### config.mk
export PLATFORM = sky130hd
export DESIGN_NAME = uart_baud_gen
export DESIGN_NICKNAME = d
export VERILOG_FILES = /design/src/rtl/uart_pkg.sv /design/src/rtl/uart_baud_gen.sv
export SDC_FILE = /design/constraint.sdc
export NUM_CORES = 1
export LEC_CHECK = 0
export CORE_AREA = 2 2 39 41
export CTS_BUF_LIST = sky130_fd_sc_hd__clkbuf_4
export DETAILED_ROUTE_END_ITERATION = 6
export DIE_AREA = 0 0 41 43
export PLACE_DENSITY = 0.55
export SLEW_MARGIN = 20
export SYNTH_ARGS = -nofsm -noshare
export SYNTH_HDL_FRONTEND = slang
export SYNTH_SLANG_ARGS = --single-unit
### constraint.sdc
create_clock -name CLK -period 1.5 [get_ports CLK]
set_clock_uncertainty 0.05 [all_clocks]
set_input_delay 0.15 -clock CLK [delete_from_list [all_inputs] [get_ports CLK]]
set_output_delay 0.15 -clock CLK [all_outputs]
set_load 0.02 [all_outputs]
### src/rtl/uart_pkg.sv
// Shared UART constants and elaboration helpers used by the baud generator, RX and TX.
package uart_pkg;

  localparam int unsigned DEFAULT_CLK_FREQ  = 125_000_000;
  localparam int unsigned DEFAULT_BAUD_RATE = 115_200;

  // Ceiling log2; returns 0 for inputs of 0 or 1.
  function automatic int unsigned clog2(input int unsigned v);
    int unsigned r;
    longint unsigned p;
    r = 0;
    p = 1;
    while (p < 64'(v)) begin
      p = p << 1;
      r = r + 1;
    end
    return r;
  endfunction

endpackage

### src/rtl/uart_baud_gen.sv
// Free-running 16x baud enable: a one-cycle registered pulse every DIV system clocks.
module uart_baud_gen
  import uart_pkg::*;
#(
  parameter int unsigned CLK_FREQ  = DEFAULT_CLK_FREQ,
  parameter int unsigned BAUD_RATE = DEFAULT_BAUD_RATE
) (
  input  logic CLK,
  input  logic RST,
  output logic BAUD_X16_EN
);

  // Divider rounded to nearest, halves up.
  localparam int unsigned DIV   = (CLK_FREQ + BAUD_RATE * 8) / (BAUD_RATE * 16);
  localparam int unsigned CNT_W = (clog2(DIV) > 1) ? clog2(DIV) : 1;

  generate
    if (DIV < 1) begin : g_bad_div
      $fatal(1, "uart_baud_gen: CLK_FREQ too low for BAUD_RATE, divider is zero");
    end
  endgenerate

  localparam logic [CNT_W-1:0] CNT_MAX = CNT_W'(DIV - 1);

  logic [CNT_W-1:0] cnt;
  logic [CNT_W-1:0] cnt_nxt;
  logic             en_q;
  logic             en_nxt;

  // Wrap at DIV-1 and fire the enable on the same edge.
  always_comb begin
    cnt_nxt = cnt + CNT_W'(1);
    en_nxt  = 1'b0;
    if (cnt == CNT_MAX) begin
      cnt_nxt = '0;
      en_nxt  = 1'b1;
    end
  end

  always_ff @(posedge CLK or negedge RST) begin
    if (!RST) begin
      cnt  <= '0;
      en_q <= 1'b0;
    end else begin
      cnt  <= cnt_nxt;
      en_q <= en_nxt;
    end
  end

  assign BAUD_X16_EN = en_q;

endmodule

==> reports/metrics.json, run 1 <==
{
  "clock_pin_slew_on_the_worst_setup_and_hold_paths_ps": 50,
  "cts-root-to-sink-buffers": 2,
  "fp.dieH_um": 43,
  "fp.dieArea_mm2": 0.00176,
  "postSynthAreaPerCell_um2": 12.8,
  "top_area_cell_type_share_of_the_netlist_area": 0.599,
  "max-cap-violations": 0,
  "power.share.sequential": 0.565,
  "final_max_slew_viol_count": 0,
  "synth.distinct_cells": 12,
  "power_leakage_nw": 0.207,
  "worstSkewPairLatency_ps": 250,
  "required_time_of_the_worst_setup_path_ps": 1580,
  "effective_utilization_at_floorplan": 0.241,
  "worst_path_max_delay_cell": "sky130_fd_sc_hd__or4b_4",
  "combPwrFrac": 0.017,
  "top_library_cells_by_usage_in_the_layout_fill_and_taps_aside": "8 x sky130_fd_sc_hd__dfrtp_1, 6 x sky130_fd_sc_hd__buf_4, 3 x sky130_fd_sc_hd__nor2_1, 3 x sky130_fd_sc_hd__xnor2_1, 3 x sky130_fd_sc_hd__clkbuf_4",
  "antenna_found_initial": 0,
  "yosysSeqAreaShare": 0.599,
  "power_switching_share": 0.191,
  "grt.total_usage": 0.0921,
  "transition_time_at_the_pin_with_the_least_slew_margin_ps": 364,
  "synth.yosys.warnings": 0,
  "register_cell_area_after_layout_um2": 200,
  "synthDominantAreaCellType": "sky130_fd_sc_hd__dfrtp_1",
  "endpoint_kind": "flop",
  "p_int_w": 0.000310,
  "multi_input_area_um2": 139,
  "detailroute.via_count": 227,
  "tritoncts": "done",
  "timing.setup.critical_path_class": "flop to flop",
  "rr_startpoint": "cnt[1]",
  "cell_area_after_synthesis_um2": 334,
  "areaGrowthSynthToFinish_pct": 33.7,
  "synth_nets": 29,
  "viasPerCell": 4.28,
  "clock_power_share": 0.419,
  "setup.worst_path.start_class": "flop",
  "htree_levels": 1,
  "first_global_vias": 241,
  "final_core_util": 0.323,
  "dpl.hpwl_um": 433,
  "clock_tree.root_cell": "sky130_fd_sc_hd__clkbuf_4",
  "r2r_setup_slack_ps": 10,
  "num-fill-cells": 142,
  "floorplan.rows": 14,
  "peakVddDrop_mv": 0.389,
  "timing.critical_path.arrival_ps": 1570,
  "maximum_number_of_pins_on_one_net_before_global_route_repair": 9,
  "routabilityCongestion": 0.791,
  "grt_first_pass_wirelength_um": 993,
  "finalWorstSetupSlack_ps": 14.2,
  "worst-path-max-fanout": 3,
  "timing.fmax_ghz": 0.673,
  "synth.ff_latch_count": 8,
  "portBuffers": 2,
  "cpPeakStageDelay_ps": 480,
  "min-delay-path-class": "input port to asynchronous set/reset pin",
  "post_syn_instances": 26,
  "grt_setup_unrepaired": "yes",
  "synth.area.top_cells": "sky130_fd_sc_hd__dfrtp_1 60%, sky130_fd_sc_hd__xnor2_1 7.9%, sky130_fd_sc_hd__nor3b_4 5.6%, sky130_fd_sc_hd__nor2_1 4.5%, sky130_fd_sc_hd__or4b_4 4.1%",
  "place_worst_setup_slack_ps": 19.7,
  "power.switching_w": 0.0000730,
  "overflow": 0,
  "drt-initial-drc-count": 10,
  "finalSetupTns_ps": 0,
  "worstRegToRegCells": 4,
  "antenna-diode-count": 0,
  "timing.slew.headroom": 0.757,
  "chipWidth_um": 41,
  "cts-buffers-inserted": 3,
  "drc": 0,
  "fin_crit_sh": 0.991,
  "finish.net_count": 42,
  "period_minus_slack_ps": 1490,
  "layout_commonest_cell": "sky130_fd_sc_hd__dfrtp_1",
  "clock-sinks": 8,
  "critical_path.reg2reg.endpoint": "cnt[2]",
  "powerDensity_mw_per_mm2": 857,
  "final-setup-viol-count": 0,
  "ios": 3,
  "worstPathCellList": "ha_2 > or4b_4 > nor3b_4 > nor2_1",
  "critPathBufInv": 0,
  "antenna_violating_nets_post_route": 0,
  "wl_um": 563,
  "drive_above_1_share": 0.351,
  "status": "complete, no violations",
  "dr.pass1.iters": 3,
  "wire_per_inst_um": 10.6,
  "critPathTopFamily": "simple AND/OR/NAND/NOR gates",
  "fp.coreArea_mm2": 0.00138,
  "timing_hold_violations_final": 0
}
-- final cells by class --
cell class | instances | area share
sequential | 8 | 0.448
tap | 16 | 0.0448
timing repair buffer | 8 | 0.146
multi-input combinational | 18 | 0.311
clock buffer | 3 | 0.0504
-- cells in the mapped netlist --
library cell	instances
sky130_fd_sc_hd__nand2_1	2
sky130_fd_sc_hd__a21oi_1	1
sky130_fd_sc_hd__mux2i_1	1
sky130_fd_sc_hd__ha_1	1
sky130_fd_sc_hd__nand4_1	1
sky130_fd_sc_hd__nor3b_4	1
sky130_fd_sc_hd__or4b_4	1
sky130_fd_sc_hd__dfrtp_1	8
sky130_fd_sc_hd__xnor2_1	3
sky130_fd_sc_hd__nor2_1	4
sky130_fd_sc_hd__xor2_1	1
sky130_fd_sc_hd__nand3_1	2
-- power by group through the flow --
stage | clock (W) | combinational [W] | sequential [W]
floorplan | 0 | 0.0000000000616 | 0.000220
global placement | 0 | 0.00000641 | 0.000220
detailed placement | 0 | 0.00000687 | 0.000220
CTS | 0.000168 | 0.00000693 | 0.000216
global route | 0.000187 | 0.00000754 | 0.000216
finish | 0.000160 | 0.00000633 | 0.000216
-- sequential cells by signal (all words and copies together) (netlist names) --
| register | flops |
|---|---|
| BAUD_X16_EN | 1 |
| cnt | 7 |
-- logic make-up after synthesis --
| kind of cell | after synthesis | share of synthesized area |
|---|---|---|
| compound gates | 1 | 0.0150 |
| xor+xnor | 4 | 0.105 |
| fa+ha+maj | 1 | 0.0374 |
| flops | 8 | 0.599 |
| mux | 1 | 0.0300 |
| simple gates | 11 | 0.213 |
-- routing by layer --
metal  share of wire  track usage  vias up
li1                -            -      113
met1            0.44       0.0957      109
met2            0.51        0.128        5
met3           0.046       0.0471        0
met4               0       0.0800        0
met5               0            0        -
-- worst max-delay path by stage --
stage           start     end  cells past startpoint
4_1_cts        cnt[1]  cnt[0]                      4
2_1_floorplan  cnt[0]  cnt[2]                      4
6_report       cnt[1]  cnt[2]                      4
3_5_place_dp   cnt[1]  cnt[0]                      4
3_3_place_gp   cnt[0]  cnt[2]                      4
5_1_grt        cnt[0]  cnt[2]                      4
-- what timing repair did --
item,4_1_cts,5_1_grt
setup buffers,0,1
gates resized for setup,0,2
setup endpoints to repair,0,2
hold buffers,0,0
-- per-stage QoR --
step	hold slack [ps]	cells	cell area, um^2	power (W)
6_report	129	53	447	0.000383
3_5_place_dp	411	49	412	0.000227
4_1_cts	142	52	434	0.000391
5_1_grt	149	53	447	0.000410
2_1_floorplan	-196	26	334	0.000220
3_3_place_gp	394	49	412	0.000226
(Power assumes the default switching activity.)
==> inputs of run 2 (changes only) <==
--- a/config.mk
+++ b/config.mk
@@ -10,6 +10,7 @@
 export DETAILED_ROUTE_END_ITERATION = 6
 export DIE_AREA = 0 0 41 43
 export PLACE_DENSITY = 0.55
+export REMOVE_ABC_BUFFERS = 1
 export SLEW_MARGIN = 20
 export SYNTH_ARGS = -nofsm -noshare
 export SYNTH_HDL_FRONTEND = slang
==> results of run 2 <==
No change in the layout: final DEF, timing and power equal those of run 1.
==> inputs of run 3 (changes only) <==
--- a/config.mk
+++ b/config.mk
@@ -11,6 +11,7 @@
 export DIE_AREA = 0 0 41 43
 export PLACE_DENSITY = 0.55
 export REMOVE_ABC_BUFFERS = 1
+export SETUP_SLACK_MARGIN = 0.02
 export SLEW_MARGIN = 20
 export SYNTH_ARGS = -nofsm -noshare
 export SYNTH_HDL_FRONTEND = slang
==> reports/metrics.json, run 3 (synthesis results as in run 1) <==
{
  "fp.coreArea_mm2": 0.00138,
  "htree_levels": 1,
  "critPathTopFamily": "simple AND/OR/NAND/NOR gates",
  "finish.net_count": 42,
  "timing.critical_path.arrival_ps": 1550,
  "largest-register": "cnt",
  "min-delay-path-class": "input port to asynchronous set/reset pin",
  "critPathBufInv": 0,
  "grt_setup_unrepaired": "yes",
  "status": "complete, no violations",
  "met1_length_um": 241,
  "setup.worst_path.start_class": "flop",
  "antenna_found_initial": 0,
  "top_signal_layer_used": "met3",
  "fin_crit_sh": 0.978,
  "top_library_cells_by_usage_in_the_layout_fill_and_taps_aside": "8 x sky130_fd_sc_hd__dfrtp_1, 6 x sky130_fd_sc_hd__buf_4, 4 x sky130_fd_sc_hd__nor2_1",
  "grt.total_usage": 0.0921,
  "fp.dieH_um": 43,
  "grt_first_pass_wirelength_um": 993,
  "timing.slew.headroom": 0.758,
  "cts-root-to-sink-buffers": 2,
  "drive_above_1_share": 0.297,
  "worst_path_max_delay_cell": "sky130_fd_sc_hd__or4b_4",
  "power_leakage_nw": 0.210,
  "num-fill-cells": 144,
  "effective_utilization_at_floorplan": 0.241,
  "dr.pass1.iters": 3,
  "worst-path-max-fanout": 3,
  "first_global_vias": 239,
  "wl_um": 557,
  "routabilityCongestion": 0.791,
  "largest_register_ffs": 7,
  "rr_startpoint": "cnt[1]",
  "cts-buffers-inserted": 3,
  "required_time_of_the_worst_setup_path_ps": 1580,
  "clock_pin_slew_on_the_worst_setup_and_hold_paths_ps": 50,
  "ios": 3,
  "post_cts.resized_instances": 0,
  "clock_tree.root_cell": "sky130_fd_sc_hd__clkbuf_4",
  "dpl.hpwl_um": 433,
  "final-setup-viol-count": 0,
  "fp.dieArea_mm2": 0.00176,
  "timing.fmax_ghz": 0.682,
  "portBuffers": 2,
  "viasPerCell": 4.28,
  "max-cap-violations": 0,
  "tritoncts": "done",
  "endpoint_kind": "flop",
  "transition_time_at_the_pin_with_the_least_slew_margin_ps": 361,
  "clock-sinks": 8,
  "overflow": 0,
  "detailroute.via_count": 227,
  "met2WireLength_um": 292,
  "worstSkewPairLatency_ps": 250,
  "chipWidth_um": 41,
  "final_max_slew_viol_count": 0,
  "layout_commonest_cell": "sky130_fd_sc_hd__dfrtp_1",
  "timing_hold_violations_final": 0,
  "timing.setup.critical_path_class": "flop to flop",
  "timing.critical_path.from": "cnt[1]",
  "worst_hold_slack_ps": 129,
  "drt-initial-drc-count": 5,
  "areaGrowthSynthToFinish_pct": 32.2,
  "antenna_violating_nets_post_route": 0,
  "floorplan.rows": 14,
  "drc": 0,
  "wire_per_inst_um": 10.5,
  "final_core_util": 0.319,
  "worstPathCellList": "ha_1 > or4b_4 > nor3b_4 > nor2_1",
  "peakVddDrop_mv": 0.389,
  "antenna-diode-count": 0,
  "met3_wirelength_um": 22,
  "powerDensity_mw_per_mm2": 865,
  "maximum_number_of_pins_on_one_net_before_global_route_repair": 9,
  "cpPeakStageDelay_ps": 480,
  "period_minus_slack_ps": 1470
}
==> run 3: layout make-up <==
cell class | count | area (um^2) | share of cell area
tap | 16 | 20.0 | 0.0453
multi-input combinational | 18 | 134 | 0.303
sequential | 8 | 200 | 0.453
clock buffer | 3 | 22.5 | 0.0510
timing repair buffer | 8 | 65.1 | 0.147
==> run 3: worst register-to-register path: cells and delay by family, from the launching register on <==
kind | cells | cell delay, ps
adder cells (fa/ha/maj) | 1 | 170
flip-flops | 1 | 350
AND/OR/NAND/NOR | 3 | 780
==> run 3: per-layer routing <==
| metal | GRT usage | up-vias |
|---|---|---|
| li1 | - | 113 |
| met1 | 0.0957 | 111 |
| met5 | 0 | - |
| met3 | 0.0471 | 0 |
| met2 | 0.128 | 3 |
| met4 | 0.0800 | 0 |
==> run 3: final timing paths <==
check / to / slack, ps / cells past startpoint
max reg2reg: cnt[2] / 30 / 4
min in group CLK: cnt[1] / 460 / 1
min reg2reg: cnt[1] / 460 / 1
max: cnt[2] / 30 / 4
max in group asynchronous: cnt[5] / 1010 / 1
min: BAUD_X16_EN / 130 / 1
==> run 3: report_power, final <==
group / internal (W) / switching (W)
clock: 0.0000913 / 0.0000686
combinational: 0.00000230 / 0.00000400
sequential: 0.000216 / 0
total: 0.000310 / 0.0000726
==> run 3: what timing repair did <==
action,CTS,global route
hold buffers,0,0
pin swaps,1,0
buffers inserted,0,1
setup endpoints to repair,2,2
==> run 3: metrics by stage <==
stage,power (W),setup slack [ps],cell area [um^2],std cells,setup TNS [ps]
2_1_floorplan,0.000220,14.5,334,26,0
3_3_place_gp,0.000226,30.1,412,49,0
3_5_place_dp,0.000227,19.7,412,49,0
4_1_cts,0.000391,29.5,434,52,0
5_1_grt,0.000410,-35.9,442,53,-52.0
6_report,0.000382,32.8,442,53,0
